[config.mk]
export PLATFORM = sky130hd
export DESIGN_NAME = lcd_spi_rx
export DESIGN_NICKNAME = d
export VERILOG_FILES = /design/src/rtl/lcd_spi_rx.sv
export SDC_FILE = /design/constraint.sdc
export NUM_CORES = 1
export LEC_CHECK = 0
export BUFFER_PORTS_ARGS = -buffer_cell sky130_fd_sc_hd__buf_2
export CAP_MARGIN = 20
export CORE_ASPECT_RATIO = 1.5
export CORE_MARGIN = 2
export CORE_UTILIZATION = 25
export CTS_CLUSTER_SIZE = 10
export DETAILED_ROUTE_END_ITERATION = 12
export GPL_ROUTABILITY_DRIVEN = 0
export PLACE_DENSITY = 0.4
export SKIP_LAST_GASP = 1
export SYNTH_ARGS = -nofsm -noshare
export SYNTH_HDL_FRONTEND = slang
export SYNTH_SLANG_ARGS = --single-unit
export TNS_END_PERCENT = 20
[constraint.sdc]
create_clock -name CLK -period 12.9 [get_ports CLK]
set_clock_uncertainty 0.2 [all_clocks]
set_input_delay 1.935 -clock CLK [delete_from_list [all_inputs] [get_ports CLK]]
set_output_delay 1.935 -clock CLK [all_outputs]
set_load 0.02 [all_outputs]
[src/rtl/lcd_spi_rx.sv]
// lcd_spi_rx: receive side of the 4-wire SPI LCD link (SCL, MOSI, DC, CS).
// The bus pins are oversampled on CLK and bytes are rebuilt MSB first. Each
// byte is tagged as command or parameter. The block decodes the window and
// RAMWR commands, turns RAMWR payload into RGB565 pixels with coordinates
// that follow the window, tracks the sleep/display flags, and flags CS
// rising mid-byte.
//
// Ports:
//   CLK, RST           system clock, asynchronous active-high reset
//   SCL, MOSI, DC, CS  asynchronous bus pins (CS active low)
//   byte_valid/data/dc one pulse per received byte, plus the byte and its DC
//   cur_cmd            last command byte received
//   pixel_valid/data   one pulse per RGB565 pixel (first byte in [15:8])
//   pixel_x/pixel_y    coordinates of pixel_data
//   frame_done         pulses with the pixel at (XE, YE)
//   sleep_out, disp_on panel state flags
//   err_partial        pulse when CS rises with 1-7 bits shifted
module lcd_spi_rx #(
  parameter int         SYNC_STAGES = 2,
  parameter logic [7:0] X_END_RST   = 8'd159,
  parameter logic [7:0] Y_END_RST   = 8'd79
) (
  input  logic        CLK,
  input  logic        RST,
  input  logic        SCL,
  input  logic        MOSI,
  input  logic        DC,
  input  logic        CS,
  output logic        byte_valid,
  output logic [7:0]  byte_data,
  output logic        byte_dc,
  output logic [7:0]  cur_cmd,
  output logic        pixel_valid,
  output logic [15:0] pixel_data,
  output logic [7:0]  pixel_x,
  output logic [7:0]  pixel_y,
  output logic        frame_done,
  output logic        sleep_out,
  output logic        disp_on,
  output logic        err_partial
);

  localparam logic [7:0] CMD_SLPOUT  = 8'h11;
  localparam logic [7:0] CMD_DISPOFF = 8'h28;
  localparam logic [7:0] CMD_DISPON  = 8'h29;
  localparam logic [7:0] CMD_CASET   = 8'h2A;
  localparam logic [7:0] CMD_RASET   = 8'h2B;
  localparam logic [7:0] CMD_RAMWR   = 8'h2C;

  typedef enum logic [1:0] {ST_CMD, ST_PARAM, ST_PIX_HI, ST_PIX_LO} state_t;

  // ---------------- input synchronizers ----------------
  logic [SYNC_STAGES-1:0] scl_sync, mosi_sync, dc_sync, cs_sync;
  logic scl_prev, cs_prev;

  // NOTE: the SCL and CS chains reset to their idle-high level so that a pin
  // already high when reset releases does not look like a fresh edge.
  always_ff @(posedge CLK or posedge RST) begin
    if (RST) begin
      scl_sync  <= '1;
      mosi_sync <= '0;
      dc_sync   <= '0;
      cs_sync   <= '1;
      scl_prev  <= 1'b1;
      cs_prev   <= 1'b1;
    end else begin
      scl_sync  <= {scl_sync[SYNC_STAGES-2:0], SCL};
      mosi_sync <= {mosi_sync[SYNC_STAGES-2:0], MOSI};
      dc_sync   <= {dc_sync[SYNC_STAGES-2:0], DC};
      cs_sync   <= {cs_sync[SYNC_STAGES-2:0], CS};
      scl_prev  <= scl_sync[SYNC_STAGES-1];
      cs_prev   <= cs_sync[SYNC_STAGES-1];
    end
  end

  logic scl_s, mosi_s, dc_s, cs_s;
  assign scl_s  = scl_sync[SYNC_STAGES-1];
  assign mosi_s = mosi_sync[SYNC_STAGES-1];
  assign dc_s   = dc_sync[SYNC_STAGES-1];
  assign cs_s   = cs_sync[SYNC_STAGES-1];

  // ---------------- byte shifter ----------------
  logic [2:0] bit_cnt;
  logic [7:0] shreg;
  logic       scl_rise, cs_rise, rx_done;
  logic [7:0] rx_byte;

  // A rising CS forces cs_s high, so it can never coincide with a qualified SCL edge.
  assign scl_rise = scl_s & ~scl_prev & ~cs_s;
  assign cs_rise  = cs_s & ~cs_prev;
  assign rx_byte  = {shreg[6:0], mosi_s};
  assign rx_done  = scl_rise && (bit_cnt == 3'd7);

  // NOTE: state registers use non-blocking assignments only, so every block
  // sees the pre-edge value of every other register.
  always_ff @(posedge CLK or posedge RST) begin
    if (RST) begin
      bit_cnt     <= 3'd0;
      shreg       <= 8'h00;
      byte_valid  <= 1'b0;
      byte_data   <= 8'h00;
      byte_dc     <= 1'b0;
      err_partial <= 1'b0;
    end else begin
      byte_valid  <= 1'b0;
      err_partial <= 1'b0;
      if (cs_rise) begin
        err_partial <= (bit_cnt != 3'd0);
        bit_cnt     <= 3'd0;
      end else if (scl_rise) begin
        shreg   <= rx_byte;
        bit_cnt <= bit_cnt + 3'd1;
        if (bit_cnt == 3'd7) begin
          byte_valid <= 1'b1;
          byte_data  <= rx_byte;
          byte_dc    <= dc_s;
        end
      end
    end
  end

  // ---------------- window and flag registers ----------------
  // These follow the registered byte, so they change the cycle after byte_valid.
  // Bytes arrive at least 16 CLK apart, so the pixel path below always sees settled values.
  logic [7:0] xs, xe, ys, ye;
  logic [2:0] param_idx;
  logic       in_window_cmd;

  assign in_window_cmd = (cur_cmd == CMD_CASET) || (cur_cmd == CMD_RASET);

  always_ff @(posedge CLK or posedge RST) begin
    if (RST) begin
      cur_cmd   <= 8'h00;
      sleep_out <= 1'b0;
      disp_on   <= 1'b0;
      param_idx <= 3'd0;
      xs        <= 8'h00;
      ys        <= 8'h00;
      xe        <= X_END_RST;
      ye        <= Y_END_RST;
    end else if (byte_valid) begin
      if (!byte_dc) begin
        cur_cmd   <= byte_data;
        param_idx <= 3'd0;
        case (byte_data)
          CMD_SLPOUT:  sleep_out <= 1'b1;
          CMD_DISPON:  disp_on   <= 1'b1;
          CMD_DISPOFF: disp_on   <= 1'b0;
          default:     ;
        endcase
      end else if (in_window_cmd && (param_idx != 3'd4)) begin
        param_idx <= param_idx + 3'd1;
        // Coordinates are 8 bits wide: only the low byte of each pair is kept.
        if (param_idx == 3'd1) begin
          if (cur_cmd == CMD_CASET) xs <= byte_data;
          else                      ys <= byte_data;
        end else if (param_idx == 3'd3) begin
          if (cur_cmd == CMD_CASET) xe <= byte_data;
          else                      ye <= byte_data;
        end
      end
    end
  end

  // ---------------- decode FSM and pixel path ----------------
  // Acts on the byte as it completes, so the pixel pulse lines up with
  // byte_valid of its low byte.
  state_t     state;
  logic [7:0] pix_hi, x, y;

  always_ff @(posedge CLK or posedge RST) begin
    if (RST) begin
      state       <= ST_CMD;
      pix_hi      <= 8'h00;
      x           <= 8'h00;
      y           <= 8'h00;
      pixel_valid <= 1'b0;
      pixel_data  <= 16'h0000;
      pixel_x     <= 8'h00;
      pixel_y     <= 8'h00;
      frame_done  <= 1'b0;
    end else begin
      pixel_valid <= 1'b0;
      frame_done  <= 1'b0;
      if (rx_done) begin
        if (!dc_s) begin
          // Any command drops a pending high byte.
          case (rx_byte)
            CMD_RAMWR: begin
              x     <= xs;
              y     <= ys;
              state <= ST_PIX_HI;
            end
            CMD_CASET, CMD_RASET: state <= ST_PARAM;
            default:              state <= ST_CMD;
          endcase
        end else begin
          case (state)
            ST_PIX_HI: begin
              pix_hi <= rx_byte;
              state  <= ST_PIX_LO;
            end
            ST_PIX_LO: begin
              pixel_valid <= 1'b1;
              pixel_data  <= {pix_hi, rx_byte};
              pixel_x     <= x;
              pixel_y     <= y;
              state       <= ST_PIX_HI;
              // Wrap only on equality: a window with XS > XE counts through 255.
              if (x == xe) begin
                x <= xs;
                if (y == ye) begin
                  y          <= ys;
                  frame_done <= 1'b1;
                end else begin
                  y <= y + 8'd1;
                end
              end else begin
                x <= x + 8'd1;
              end
            end
            default: ;
          endcase
        end
      end
    end
  end

endmodule

Word level (Yosys, flattened, before mapping) --
Index checks and enable logic that the tools add are counted.
Word-level totals: bits in latches 0, memories 0, register bits after elaboration 136, bits in read-only memories 0, output and inout bits 55, memory bits (writable) 0, input port bits 6
Cells by class: $lt $le $gt $ge 0, shift operators 0, equal/unequal tests 20, divide/modulo/power cells 0, multiplexer cells 29, bitwise logic cells 10, reduce and logical (&&, ||, !) cells 23, $add $sub $neg 4, multiply operators 0
Operator list (count):
- $mux W8 | 9
- $eq A8 B6 Y1 const B | 7
- $reduce_and A3 Y1 | 6
- $add A8 B1 Y8 const B | 2
- $eq A8 B8 Y1 | 2
- $mux W1 | 12
- $mux W3 | 4
- $reduce_and A6 Y1 | 2
- $reduce_and A5 Y1 | 2
- $eq A8 B5 Y1 const B | 1
- $pmux W2 S2 | 2
- $reduce_and A2 Y1 | 4
- $not A1 Y1 | 7
- $add A3 B1 Y3 const B | 2
- $ne A2 B1 Y1 const B | 3
- $reduce_bool A2 Y1 | 3
- $eq A2 B2 Y1 const B | 2
- $reduce_and A4 Y1 | 1
- $and A1 B1 Y1 | 3
- $eq A3 B1 Y1 const B | 1
- $eq A3 B2 Y1 const B | 1
- $eq A3 B3 Y1 const B | 1
- $ne A3 B1 Y1 const B | 1
- $ne A3 B3 Y1 const B | 1
- other kinds (6) | 7

Longest topological paths before layout --
word-level depth 6, depth in mapped cells 9, gate-level depth less buffers 7

Worst setup path after synthesis --
Ideal clock, no wire load.
path type flip-flop to output port, from register byte_data[3], to output port byte_data[3], path slack 10.244 ns, arrival 0.521 ns, required time 10.765 ns, stages on the path, launching flop included 1, cells stage by stage dfrtp_1
RTL lines:
- start: declaration | line 30 | output logic [7:0] byte_data,
- start signal: assignment | line 115 | byte_data <= rx_byte;
No word-level cell between the ends.

Worst setup path after layout --
from register scl_sync[1], to register pixel_y[5]
On the way: word-level cells in the longest chain between the ends 4
Ends and longest elaborated chain:
- start: declaration | line 53 | logic [SYNC_STAGES-1:0] scl_sync, mosi_sync, dc_sync, cs_sync;
- start signal: assignment | line 67 | scl_sync <= {scl_sync[SYNC_STAGES-2:0], SCL};
- $and A1 B1 Y1 (2 in series) | line 89 | assign scl_rise = scl_s & ~scl_prev & ~cs_s;
- $logic_and A1 B1 Y1 | line 92 | assign rx_done = scl_rise && (bit_cnt == 3'd7);
- $reduce_and A3 Y1 (no line)
- end signal: assignment | line 207 | pixel_y <= y;
- end: declaration | line 36 | output logic [7:0] pixel_y,
Every way passes these cells. A chain may end at the register's enable or synchronous reset.

==> out/qor.yml <==
cp.required_ps: 13000
drive_gt1_share_pct: 37.2
antenna_found_initial: 0
path_clk_slew_ps: 60
drt-initial-drc-count: 187
hold_path.class: "register to register"
post_cts_resized: 0
busiest_layer: "met2"
layout.nets: 542
critPathCapture: "pixel_y[5]$_DFFE_PP0P_"
crit_type: "register to register"
yosysUniqueCellTypes: 49
ys_seq_area_share_pct: 57.7
grt_pass1_wl_um: 22700
r2r_end: "pixel_y[5]$_DFFE_PP0P_"
ctsLongestPathBuffers: 2
reg2reg_slack_ps: 8780
io_pins: 61
dp_hpwl_um: 10000
tightest_slew_ps: 1090
r2r-start: "scl_sync[1]$_DFF_PP1_"
yosysWarnings: 0
rsz0062_at_grt: "no"
rows: 69
drc: 0
dr.pass1.iters: 4
powerDensity_nw_per_um2: 142
dieHeight_um: 193
fin_util_pct: 30.8
synth_edf_count: 0
synth-seq-cells: 136
arrival_ps: 4220
cts_hold_buf: 0
critPathCaptureType: "register"
critPathLaunchType: "register"
synth_top_area_share_pct: 50.2
outcome: "completed"
ir_worst_vdd_v: 0.0000742
root_buffer: "clkbuf_16"
slew_headroom_pct: 27.3
die-area_um2: 25000
synth_top_flop_cell: "dfrtp_1"
grtUsageTotal_pct: 12.2
grt_pass1_vias: 3977
path_max_fanout: 22
fmax_ghz: 0.243
cts_setup_buffers: 0
syn_inst: 462
drv_cap: 0
postPlaceCellArea_um2: 6570
final_cell_mix: "119 x dfrtp_1, 66 x mux2_2, 60 x buf_2"
clock_sinks: 136
period_needed_ps: 4120
cts_buffers: 17
tns_ps: 0
num_vias: 3730
detail_route.wirelength_um: 14000
slew_viol_final: 0
cts_tree: "built"
syn_area_per_cell_um2: 12.8
antenna_left: 0
grt_use_met1_pct: 13.4
final_area_um2: 7230
crit_start: "scl_sync[1]$_DFF_PP1_"
synthTopCellsByArea: "dfrtp_1 50%, mux2_2 13%, dfstp_2 7.5%"
via_per_inst: 4.34
setup_viol: 0
fp.dieW_um: 130
clk_latency_ps: 420
area_growth_pct: 21.9
core_area_um2: 23500
grt-ovfl-total: 0
grtUsageMet3_pct: 3.52
final_common_cell: "dfrtp_1"
grt_max_degree: 93
initial_core_util_pct: 25.3
synth_largest_area_cell: "dfrtp_1"
period_share_pct: 32.0
io_buffers: 60
timing.hold.ws_ps: 148
synthesis.area_um2: 5930
synth_nets: 477
wire_per_inst_um: 16.3
grtUsageMet2_pct: 21.9
p_leak_nw: 3.53
reg2reg_depth: 6
async_flop_share_pct: 100
num_antenna_cells: 0
finalHoldViolCount: 0
htreeDepth: 4
## worst max-delay path: stages, from the launching register on
cell     delay, ps
dfstp_2        520
nor3b_2        710
nand2_1        500
inv_1          410
nand4_1        810
buf_4          530
mux2_2         300
## how the worst min path moves through the flow
| stage | start | to | slack (ps) | cells past startpoint |
|---|---|---|---|---|
| final | mosi_sync[0]$_DFF_PP0_ | mosi_sync[1]$_DFF_PP0_ | 150 | 0 |
| after detailed placement | mosi_sync[0]$_DFF_PP0_ | mosi_sync[1]$_DFF_PP0_ | 140 | 0 |
| after floorplan | dc_sync[0]$_DFF_PP0_ | dc_sync[1]$_DFF_PP0_ | 130 | 0 |
| after global routing | mosi_sync[0]$_DFF_PP0_ | mosi_sync[1]$_DFF_PP0_ | 160 | 0 |
| after CTS | mosi_sync[0]$_DFF_PP0_ | mosi_sync[1]$_DFF_PP0_ | 150 | 0 |
| after global placement | mosi_sync[0]$_DFF_PP0_ | mosi_sync[1]$_DFF_PP0_ | 140 | 0 |
## kinds of logic (layout without fill, tap and decap cells)
group | Yosys count | in the layout | share of synthesized area, %
buffers and inverters | 34 | 112 | 2.47
XOR/XNOR | 17 | 17 | 2.51
flip-flops | 136 | 136 | 57.7
AO/OA/AOI/OAI | 59 | 59 | 6.58
multiplexers | 97 | 97 | 19.1
AND/OR/NAND/NOR | 110 | 110 | 9.70
adder cells (fa/ha/maj) | 9 | 9 | 1.90
## power breakdown
part	internal [W]	leakage [nW]	switching [W]
combinational	0.0000120	1.39	0.0000151
clock	0.000362	0.327	0.000181
sequential	0.000440	1.82	0.0000204
## final cells by class
class	instances	area (µm²)
clock inverter	9	170
multi-input combinational	292	2360
tap	319	399
timing repair buffer	62	315
sequential	136	3420
fill	2449	16300
clock buffer	23	488
inverter	18	72.6
## stage by stage
stage / std cells / total power, W / setup WS [ps]
global placement: 827 / 0.000496 / 8860
floorplan: 462 / 0.000479 / 7150
detailed placement: 827 / 0.000497 / 8700
finish: 859 / 0.00103 / 8780
CTS: 859 / 0.00105 / 8700
global route: 859 / 0.00107 / 8420
## routing by layer
layer	share of wire, %	vias to the layer above
met5	0	-
met4	1.9	0
met3	3.3	16
met2	55	61
met1	39	1880
li1	-	1773
## sequential cells by signal, summed over array words and instances (netlist names), 2 cells and up
| register | flops |
|---|---|
| xe | 8 |
| cs_sync | 2 |
| scl_sync | 2 |
| mosi_sync | 2 |
| pixel_x | 8 |
| pix_hi | 8 |
| x | 8 |
| byte_data | 8 |
| pixel_data | 16 |
| ys | 8 |
| shreg | 7 |
| bit_cnt | 3 |
| ye | 8 |
| xs | 8 |
| param_idx | 3 |
| pixel_y | 8 |
| dc_sync | 2 |
| y | 8 |
| cur_cmd | 8 |
| state | 2 |
## synth_stat cells, types with 3 or more instances
| cell | instances |
|---|---|
| nand2_1 | 50 |
| or4_4 | 3 |
| nand4_1 | 10 |
| mux2i_1 | 14 |
| xor2_1 | 8 |
| clkbuf_1 | 11 |
| mux2_4 | 16 |
| dfstp_2 | 17 |
| a22oi_1 | 4 |
| a2bb2oi_1 | 6 |
| inv_1 | 18 |
| a21oi_1 | 10 |
| a211oi_1 | 4 |
| nand3_1 | 12 |
| nor2_1 | 11 |
| buf_2 | 3 |
| dfrtp_1 | 119 |
| mux2_2 | 66 |
| and2_1 | 4 |
| o21ai_0 | 20 |
| ha_1 | 9 |
| xnor2_1 | 9 |
Note: power is estimated with default switching activity, not from simulation.
